`config.mk`:
```
export PLATFORM = sky130hd
export DESIGN_NAME = ap_hs_txn_sampler_flat
export DESIGN_NICKNAME = d
export VERILOG_FILES = /design/src/rtl/ap_hs_txn_sampler_if.sv /design/src/rtl/ap_hs_txn_sampler.sv /design/src/flat_wrapper.sv
export SDC_FILE = /design/constraint.sdc
export NUM_CORES = 1
export LEC_CHECK = 0
export CAP_MARGIN = 10
export CORE_ASPECT_RATIO = 1.5
export CORE_MARGIN = 2
export CORE_UTILIZATION = 50
export DETAILED_ROUTE_END_ITERATION = 10
export HOLD_SLACK_MARGIN = 0.08
export PLACE_DENSITY = 0.67
export SLEW_MARGIN = 25
export SYNTH_ARGS = -nofsm -noshare
export SYNTH_HDL_FRONTEND = slang
export SYNTH_SLANG_ARGS = --single-unit
```
`constraint.sdc`:
```
create_clock -name ap_clk -period 4 [get_ports ap_clk]
set_clock_uncertainty 0.2 [all_clocks]
set_input_delay 0.8 -clock ap_clk [delete_from_list [all_inputs] [get_ports ap_clk]]
set_output_delay 0.8 -clock ap_clk [all_outputs]
set_load 0.02 [all_outputs]
```
`src/rtl/ap_hs_txn_sampler_if.sv`:
```
// Handshake bundle between an observed ap_ctrl_hs kernel, its record consumer and the sampler.
// The master side drives the kernel strobes and rec_ready; the slave side is the sampler.
interface ap_hs_txn_sampler_if #(
  parameter int CNT_W     = 32,
  parameter int TXN_W     = 16,
  parameter int MAX_OUTST = 4
);
  localparam int OW    = $clog2(MAX_OUTST + 1);
  localparam int REC_W = TXN_W + 2 * CNT_W;

  logic             ap_start;
  logic             ap_ready;
  logic             ap_done;
  logic             ap_continue;
  logic             finish;
  // Record stream: a record transfers on a rising edge where rec_valid && rec_ready;
  // while rec_valid && !rec_ready, rec_data holds and rec_valid does not drop.
  logic             rec_valid;
  logic             rec_ready;
  logic [REC_W-1:0] rec_data;
  logic [OW-1:0]    outstanding;
  logic [TXN_W-1:0] n_started;
  logic [TXN_W-1:0] n_done;
  logic             err_orphan;
  logic             err_overflow;
  logic             drained;
  logic [1:0]       fsm_state;

  modport master (
    output ap_start, ap_ready, ap_done, ap_continue, finish, rec_ready,
    input  rec_valid, rec_data, outstanding, n_started, n_done,
           err_orphan, err_overflow, drained, fsm_state
  );

  modport slave (
    input  ap_start, ap_ready, ap_done, ap_continue, finish, rec_ready,
    output rec_valid, rec_data, outstanding, n_started, n_done,
           err_orphan, err_overflow, drained, fsm_state
  );
endinterface

```
`src/rtl/ap_hs_txn_sampler.sv`:
```
// ap_ctrl_hs transaction sampler: pairs accepted starts with completions and streams
// {txn_id, start_ts, latency} records, with sticky protocol error flags and drain tracking.
module ap_hs_txn_sampler #(
  parameter int CNT_W     = 32,
  parameter int TXN_W     = 16,
  parameter int MAX_OUTST = 4,
  parameter int OUT_DEPTH = 8
) (
  input logic               ap_clk,
  input logic               ap_rst_n,
  ap_hs_txn_sampler_if.slave hs
);
  localparam int OW    = $clog2(MAX_OUTST + 1);
  localparam int SPW   = (MAX_OUTST > 1) ? $clog2(MAX_OUTST) : 1;
  localparam int OCW   = $clog2(OUT_DEPTH + 1);
  localparam int OPW   = $clog2(OUT_DEPTH);
  localparam int REC_W = TXN_W + 2 * CNT_W;

  typedef enum logic [1:0] {S_IDLE, S_RUN, S_DRAIN, S_DONE} state_e;

  logic             rst_meta_q, rst_sync_q;
  logic [CNT_W-1:0] cyc_q;
  logic [CNT_W-1:0] sf_mem_q [MAX_OUTST];
  logic [SPW-1:0]   sf_wr_q, sf_rd_q;
  logic [OW-1:0]    sf_cnt_q;
  logic [REC_W-1:0] of_mem_q [OUT_DEPTH];
  logic [OPW-1:0]   of_wr_q, of_rd_q;
  logic [OCW-1:0]   of_cnt_q;
  logic [TXN_W-1:0] n_started_q, n_done_q;
  logic             err_orphan_q, err_overflow_q, drained_q;
  state_e           state_q;

  logic             acc, cmp, sf_empty, sf_full, sf_push, sf_pop;
  logic             of_empty, of_full, of_push, of_pop;
  logic [CNT_W-1:0] ts;
  logic [REC_W-1:0] rec_new;

  function automatic logic [SPW-1:0] sp_next(input logic [SPW-1:0] p);
    return (p == SPW'(MAX_OUTST - 1)) ? '0 : p + 1'b1;
  endfunction

  // Reset asserts asynchronously and releases on a clock edge.
  always_ff @(posedge ap_clk or negedge ap_rst_n) begin
    if (!ap_rst_n) begin
      rst_meta_q <= 1'b0;
      rst_sync_q <= 1'b0;
    end else begin
      rst_meta_q <= 1'b1;
      rst_sync_q <= rst_meta_q;
    end
  end

  assign acc      = hs.ap_start & hs.ap_ready;
  assign cmp      = hs.ap_done & hs.ap_continue;
  assign sf_empty = (sf_cnt_q == '0);
  assign sf_full  = (sf_cnt_q == OW'(MAX_OUTST));
  assign of_empty = (of_cnt_q == '0);
  assign of_full  = (of_cnt_q == OCW'(OUT_DEPTH));
  // A completion only pairs with a start already queued before this edge.
  assign sf_pop   = cmp & ~sf_empty;
  assign sf_push  = acc & (~sf_full | sf_pop);
  assign of_pop   = ~of_empty & hs.rec_ready;
  assign of_push  = sf_pop & (~of_full | of_pop);
  assign ts       = sf_mem_q[sf_rd_q];
  assign rec_new  = {n_done_q, ts, cyc_q - ts};

  always_ff @(posedge ap_clk) begin
    if (sf_push) sf_mem_q[sf_wr_q] <= cyc_q;
    if (of_push) of_mem_q[of_wr_q] <= rec_new;
  end

  always_ff @(posedge ap_clk or negedge rst_sync_q) begin
    if (!rst_sync_q) begin
      cyc_q          <= '0;
      sf_wr_q        <= '0;
      sf_rd_q        <= '0;
      sf_cnt_q       <= '0;
      of_wr_q        <= '0;
      of_rd_q        <= '0;
      of_cnt_q       <= '0;
      n_started_q    <= '0;
      n_done_q       <= '0;
      err_orphan_q   <= 1'b0;
      err_overflow_q <= 1'b0;
    end else begin
      cyc_q    <= cyc_q + 1'b1;
      sf_cnt_q <= sf_cnt_q + OW'(sf_push) - OW'(sf_pop);
      of_cnt_q <= of_cnt_q + OCW'(of_push) - OCW'(of_pop);
      if (sf_push) sf_wr_q <= sp_next(sf_wr_q);
      if (sf_pop)  sf_rd_q <= sp_next(sf_rd_q);
      if (of_push) of_wr_q <= of_wr_q + 1'b1;
      if (of_pop)  of_rd_q <= of_rd_q + 1'b1;
      if (acc)     n_started_q <= n_started_q + 1'b1;
      if (sf_pop)  n_done_q <= n_done_q + 1'b1;
      if (cmp & sf_empty) err_orphan_q <= 1'b1;
      if ((acc & ~sf_push) | (sf_pop & ~of_push)) err_overflow_q <= 1'b1;
    end
  end

  always_ff @(posedge ap_clk or negedge rst_sync_q) begin
    if (!rst_sync_q) begin
      state_q   <= S_IDLE;
      drained_q <= 1'b0;
    end else begin
      case (state_q)
        S_IDLE: begin
          if (acc) begin
            state_q <= S_RUN;
          end else if (hs.finish & sf_empty & of_empty) begin
            state_q   <= S_DONE;
            drained_q <= 1'b1;
          end
        end
        S_RUN: begin
          if (hs.finish) state_q <= S_DRAIN;
        end
        S_DRAIN: begin
          if (sf_empty & of_empty) begin
            state_q   <= S_DONE;
            drained_q <= 1'b1;
          end
        end
        S_DONE: begin
          state_q <= S_DONE;
        end
        default: begin
          state_q   <= S_IDLE;
          drained_q <= 1'b0;
        end
      endcase
    end
  end

  assign hs.rec_valid    = ~of_empty;
  assign hs.rec_data     = of_empty ? '0 : of_mem_q[of_rd_q];
  assign hs.outstanding  = sf_cnt_q;
  assign hs.n_started    = n_started_q;
  assign hs.n_done       = n_done_q;
  assign hs.err_orphan   = err_orphan_q;
  assign hs.err_overflow = err_overflow_q;
  assign hs.drained      = drained_q;
  assign hs.fsm_state    = state_q;
endmodule
```
`src/flat_wrapper.sv`:
```
// flat-port wrapper written by rule: the top's interface ports become plain ports
module ap_hs_txn_sampler_flat 
#(
  parameter int CNT_W     = 32,
  parameter int TXN_W     = 16,
  parameter int MAX_OUTST = 4,
  parameter int OUT_DEPTH = 8
)
  (ap_clk, ap_rst_n, hs_ap_start, hs_ap_ready, hs_ap_done, hs_ap_continue, hs_finish, hs_rec_ready, hs_rec_valid, hs_rec_data, hs_outstanding, hs_n_started, hs_n_done, hs_err_orphan, hs_err_overflow, hs_drained, hs_fsm_state);
  ap_hs_txn_sampler_if #(.CNT_W(CNT_W), .TXN_W(TXN_W), .MAX_OUTST(MAX_OUTST)) hs_i ();
  input logic ap_clk;
  input logic ap_rst_n;
  input wire logic [$bits(hs_i.ap_start)-1:0] hs_ap_start;
  input wire logic [$bits(hs_i.ap_ready)-1:0] hs_ap_ready;
  input wire logic [$bits(hs_i.ap_done)-1:0] hs_ap_done;
  input wire logic [$bits(hs_i.ap_continue)-1:0] hs_ap_continue;
  input wire logic [$bits(hs_i.finish)-1:0] hs_finish;
  input wire logic [$bits(hs_i.rec_ready)-1:0] hs_rec_ready;
  output wire logic [$bits(hs_i.rec_valid)-1:0] hs_rec_valid;
  output wire logic [$bits(hs_i.rec_data)-1:0] hs_rec_data;
  output wire logic [$bits(hs_i.outstanding)-1:0] hs_outstanding;
  output wire logic [$bits(hs_i.n_started)-1:0] hs_n_started;
  output wire logic [$bits(hs_i.n_done)-1:0] hs_n_done;
  output wire logic [$bits(hs_i.err_orphan)-1:0] hs_err_orphan;
  output wire logic [$bits(hs_i.err_overflow)-1:0] hs_err_overflow;
  output wire logic [$bits(hs_i.drained)-1:0] hs_drained;
  output wire logic [$bits(hs_i.fsm_state)-1:0] hs_fsm_state;
  assign hs_i.ap_start = hs_ap_start;
  assign hs_i.ap_ready = hs_ap_ready;
  assign hs_i.ap_done = hs_ap_done;
  assign hs_i.ap_continue = hs_ap_continue;
  assign hs_i.finish = hs_finish;
  assign hs_i.rec_ready = hs_rec_ready;
  assign hs_rec_valid = hs_i.rec_valid;
  assign hs_rec_data = hs_i.rec_data;
  assign hs_outstanding = hs_i.outstanding;
  assign hs_n_started = hs_i.n_started;
  assign hs_n_done = hs_i.n_done;
  assign hs_err_orphan = hs_i.err_orphan;
  assign hs_err_overflow = hs_i.err_overflow;
  assign hs_drained = hs_i.drained;
  assign hs_fsm_state = hs_i.fsm_state;
  ap_hs_txn_sampler #(.CNT_W(CNT_W), .TXN_W(TXN_W), .MAX_OUTST(MAX_OUTST), .OUT_DEPTH(OUT_DEPTH)) u_core (.ap_clk(ap_clk), .ap_rst_n(ap_rst_n), .hs(hs_i));
endmodule
```
==> run metrics <==
r2r worst-path depth=12; Rel. slew slack=0.4989; WS Path Type=reg -> out; Comb pwr share=0.355; post-synthesis register bit count=approximately 860; crit-path max cell delay=0.54 ns; DR iter-0 viols=1149; cell area after layout=a little over 0.04 mm^2; vias in the first global route=18630; Synth Warn #=0; Final Max Slew Viols=0; Crit path required time=3.00 ns; Starting Density=0.5044; Worst-path clk slew=0.06 ns; Net Switching=9.636 mW; die height=around 330 um; Fillers=5095; port buffer count=128; synthesized area=0.03470 mm^2; setup ws final=about 0.083 ns; worst-margin pin slew=0.7463 ns; cell mode on critical path=buf_12; largest net degree at the start of global routing=64; Clk pwr share=0.250; Mean Syn Cell Area=roughly 19 um^2; fraction of registers with async set/reset=0.1028; GRT Total Usage=0.2096; drt via density=~5.7; Row Count=118; DR pass1 iterations=5; I/O Pins=129; Inserted Clock Buffers=between 70 and 80; drc violations=0; CTS Hold Buffers Added=0; die extent in x=~220 um; status=finished, final reports clean; crit path from=u_core.of_rd_q[0]; CTS tree=built; area of the multi-input gates=~0.009 mm^2; GR Overflow Total=0; RSZ-0062 raised after global routing=true; commonest cells after routing, fill and taps aside=edfxtp_1, mux4_2, nor2_1; root cell of the clock tree=clkbuf_16; worst path arrival time=2.92 ns; Synth Flop Type=edfxtp_1; routability cong.=0.8608; number of synthesized flops with an enable pin=between 700 and 800; dpl hpwl=about 46000 um; Critical Path End=hs_rec_data[28]; sequential fraction of design power=0.395; CP max-delay cell=mux4_2; WL/cell=24.08 um; Core ar.=between 0.06 and 0.07 mm^2; r2r startpoint=u_core.sf_rd_q[0]; peak supply drop=0.4392 mV; Worst setup EP type=output port; Max Cap Viol=0; register area=0.02528 mm^2; Ant. Diodes=0; Final Cycle Share=0.9793; HP Class=reg -> async; sequential fraction of the synthesis area=0.7280; first-pass GRT wire length=111700 um; Layout Utilization=0.5950; R2R Path End=u_core.of_mem_q[7][28]; post-synth cell types=between 60 and 70; initial antenna violation count=0; Clock Latency Late Sink=0.63 ns; leakage=14.40 nW; Max Freq=0.2553 GHz; post-route ant nets=0; internal reg-to-reg setup slack=0.21 ns; final WL=73120 um; Setup-failing EPs final=0; Layout Nets=2131; Power Internal=between 20 and 25 mW; Final Hold Violating Endpoints=0; Period minus WS final=around 3.9 ns; Syn Inst Count=between 1500 and 2000; Setup WS pre-CTS=0.09284 ns; Area growth, synth to finish=17.96%; most common cell after layout, fill and taps aside=edfxtp_1; die area=0.07157 mm^2; Sw Share=0.3140; Area after DPL=0.03796 mm^2; htree depth=3; syn nets=1895; clock buffer depth=3; clk sink count=856; Startpoint Class=register; crit path cell chain=buf_12, buf_12, mux4_2, mux2i_2, nor2_1, clkdlybuf4s50_1; critical path peak fanout=17; pwr dens=749.6 mW/mm^2; Hold WS=~0.06 ns; Vias=roughly 17000; ratio of cells with drive above 1 in the final layout=0.2251
power groups by stage:
stage | Combinational [mW] | Clock (mW) | Sequential (mW)
2_1_floorplan | 6.64 | 0 | 12.1
3_3_place_gp | 10.5 | 0 | 12.3
3_5_place_dp | 10.7 | 0 | 12.4
4_1_cts | 10.9 | 7.81 | 12.2
5_1_grt | 11.7 | 8.16 | 12.2
6_report | 10.9 | 7.67 | 12.1
worst min-delay path by stage:
stage / slack, ns / end / startpoint
global placement: 0.14 / u_core.rst_sync_q / u_core.rst_meta_q
detailed placement: 0.14 / u_core.rst_sync_q / u_core.rst_meta_q
floorplan: 0.13 / u_core.rst_sync_q / u_core.rst_meta_q
global route: 0.09 / u_core.cyc_q[25] / u_core.rst_sync_q
CTS: 0.10 / u_core.rst_sync_q / ap_rst_n
finish: 0.06 / u_core.cyc_q[25] / u_core.rst_sync_q
sequential cells by signal, indices dropped and copies added, names as in the netlist:
signal,cells
u_core.hs.n_done,16
u_core.of_wr_q,3
u_core.hs.fsm_state,2
u_core.hs.err_overflow,1
u_core.of_cnt_q,4
u_core.hs.outstanding,3
u_core.cyc_q,32
u_core.of_rd_q,3
u_core.rst_sync_q,1
u_core.of_mem_q,640
u_core.hs.n_started,16
u_core.rst_meta_q,1
u_core.sf_mem_q,128
u_core.hs.drained,1
u_core.hs.err_orphan,1
u_core.sf_wr_q,2
u_core.sf_rd_q,2
worst max-delay path: cells and delay by family (launching register included):
kind | cells | cell delay, ns
mux | 2 | 0.85
flops | 1 | 0.44
simple gates | 1 | 0.07
buf+inv | 3 | 0.90
synth_stat cells, types with 25 or more instances:
| cell type | n | share of area |
|---|---|---|
| a21oi_1 | 29 | 0.0042 |
| buf_2 | 25 | 0.0036 |
| clkbuf_1 | 33 | 0.0036 |
| dfrtp_1 | 88 | 0.063 |
| edfxtp_1 | 768 | 0.66 |
| ha_1 | 49 | 0.018 |
| inv_1 | 53 | 0.0057 |
| mux2i_1 | 80 | 0.023 |
| mux4_2 | 192 | 0.12 |
| nand2_1 | 72 | 0.0078 |
| nand3_1 | 29 | 0.0042 |
| nor2_1 | 124 | 0.013 |
| xnor2_1 | 64 | 0.016 |
| xor2_1 | 31 | 0.0078 |
timing repair:
action | 4_1_cts | 5_1_grt
cloned | 0 | 1
gates resized for setup | 17 | 20
setup buffers | 4 | 6
endpoints found under the setup margin | 70 | 114
stage by stage:
| stage | total power, mW | setup TNS, ns | instances |
|---|---|---|---|
| 2_1_floorplan | 18.71 | -31.72 | 1835 |
| 3_3_place_gp | 22.86 | 0 | 2879 |
| 5_1_grt | 32.09 | -0.2612 | 3037 |
| 3_5_place_dp | 23.08 | 0 | 2879 |
| 6_report | 30.68 | 0 | 3037 |
| 4_1_cts | 30.86 | 0 | 3029 |
logic make-up after synthesis:
group	share of synthesized area
buffers and inverters	0.01814
flip-flops	0.7280
other	0.0001081
adder cells (fa/ha/maj)	0.01940
AND/OR/NAND/NOR	0.04063
multiplexers	0.1493
XOR/XNOR	0.02398
AO/OA/AOI/OAI	0.02044
per-layer routing:
layer	track usage	share of wire	vias up
li1	-	-	7690
met3	0.03492	0.044	102
met4	0.06404	0.023	0
met1	0.2600	0.40	9109
met5	0	0	-
met2	0.3756	0.53	426
layout make-up:
| type | count | area share |
|---|---|---|
| clock buffer | 110 | 0.05517 |
| clock inverter | 37 | 0.009994 |
| inverter | 53 | 0.004860 |
| multi-input combinational | 837 | 0.2209 |
| sequential | 856 | 0.6176 |
| tap | 900 | 0.02751 |
| timing repair buffer | 244 | 0.06391 |
Power figures use the tool's default switching activity.
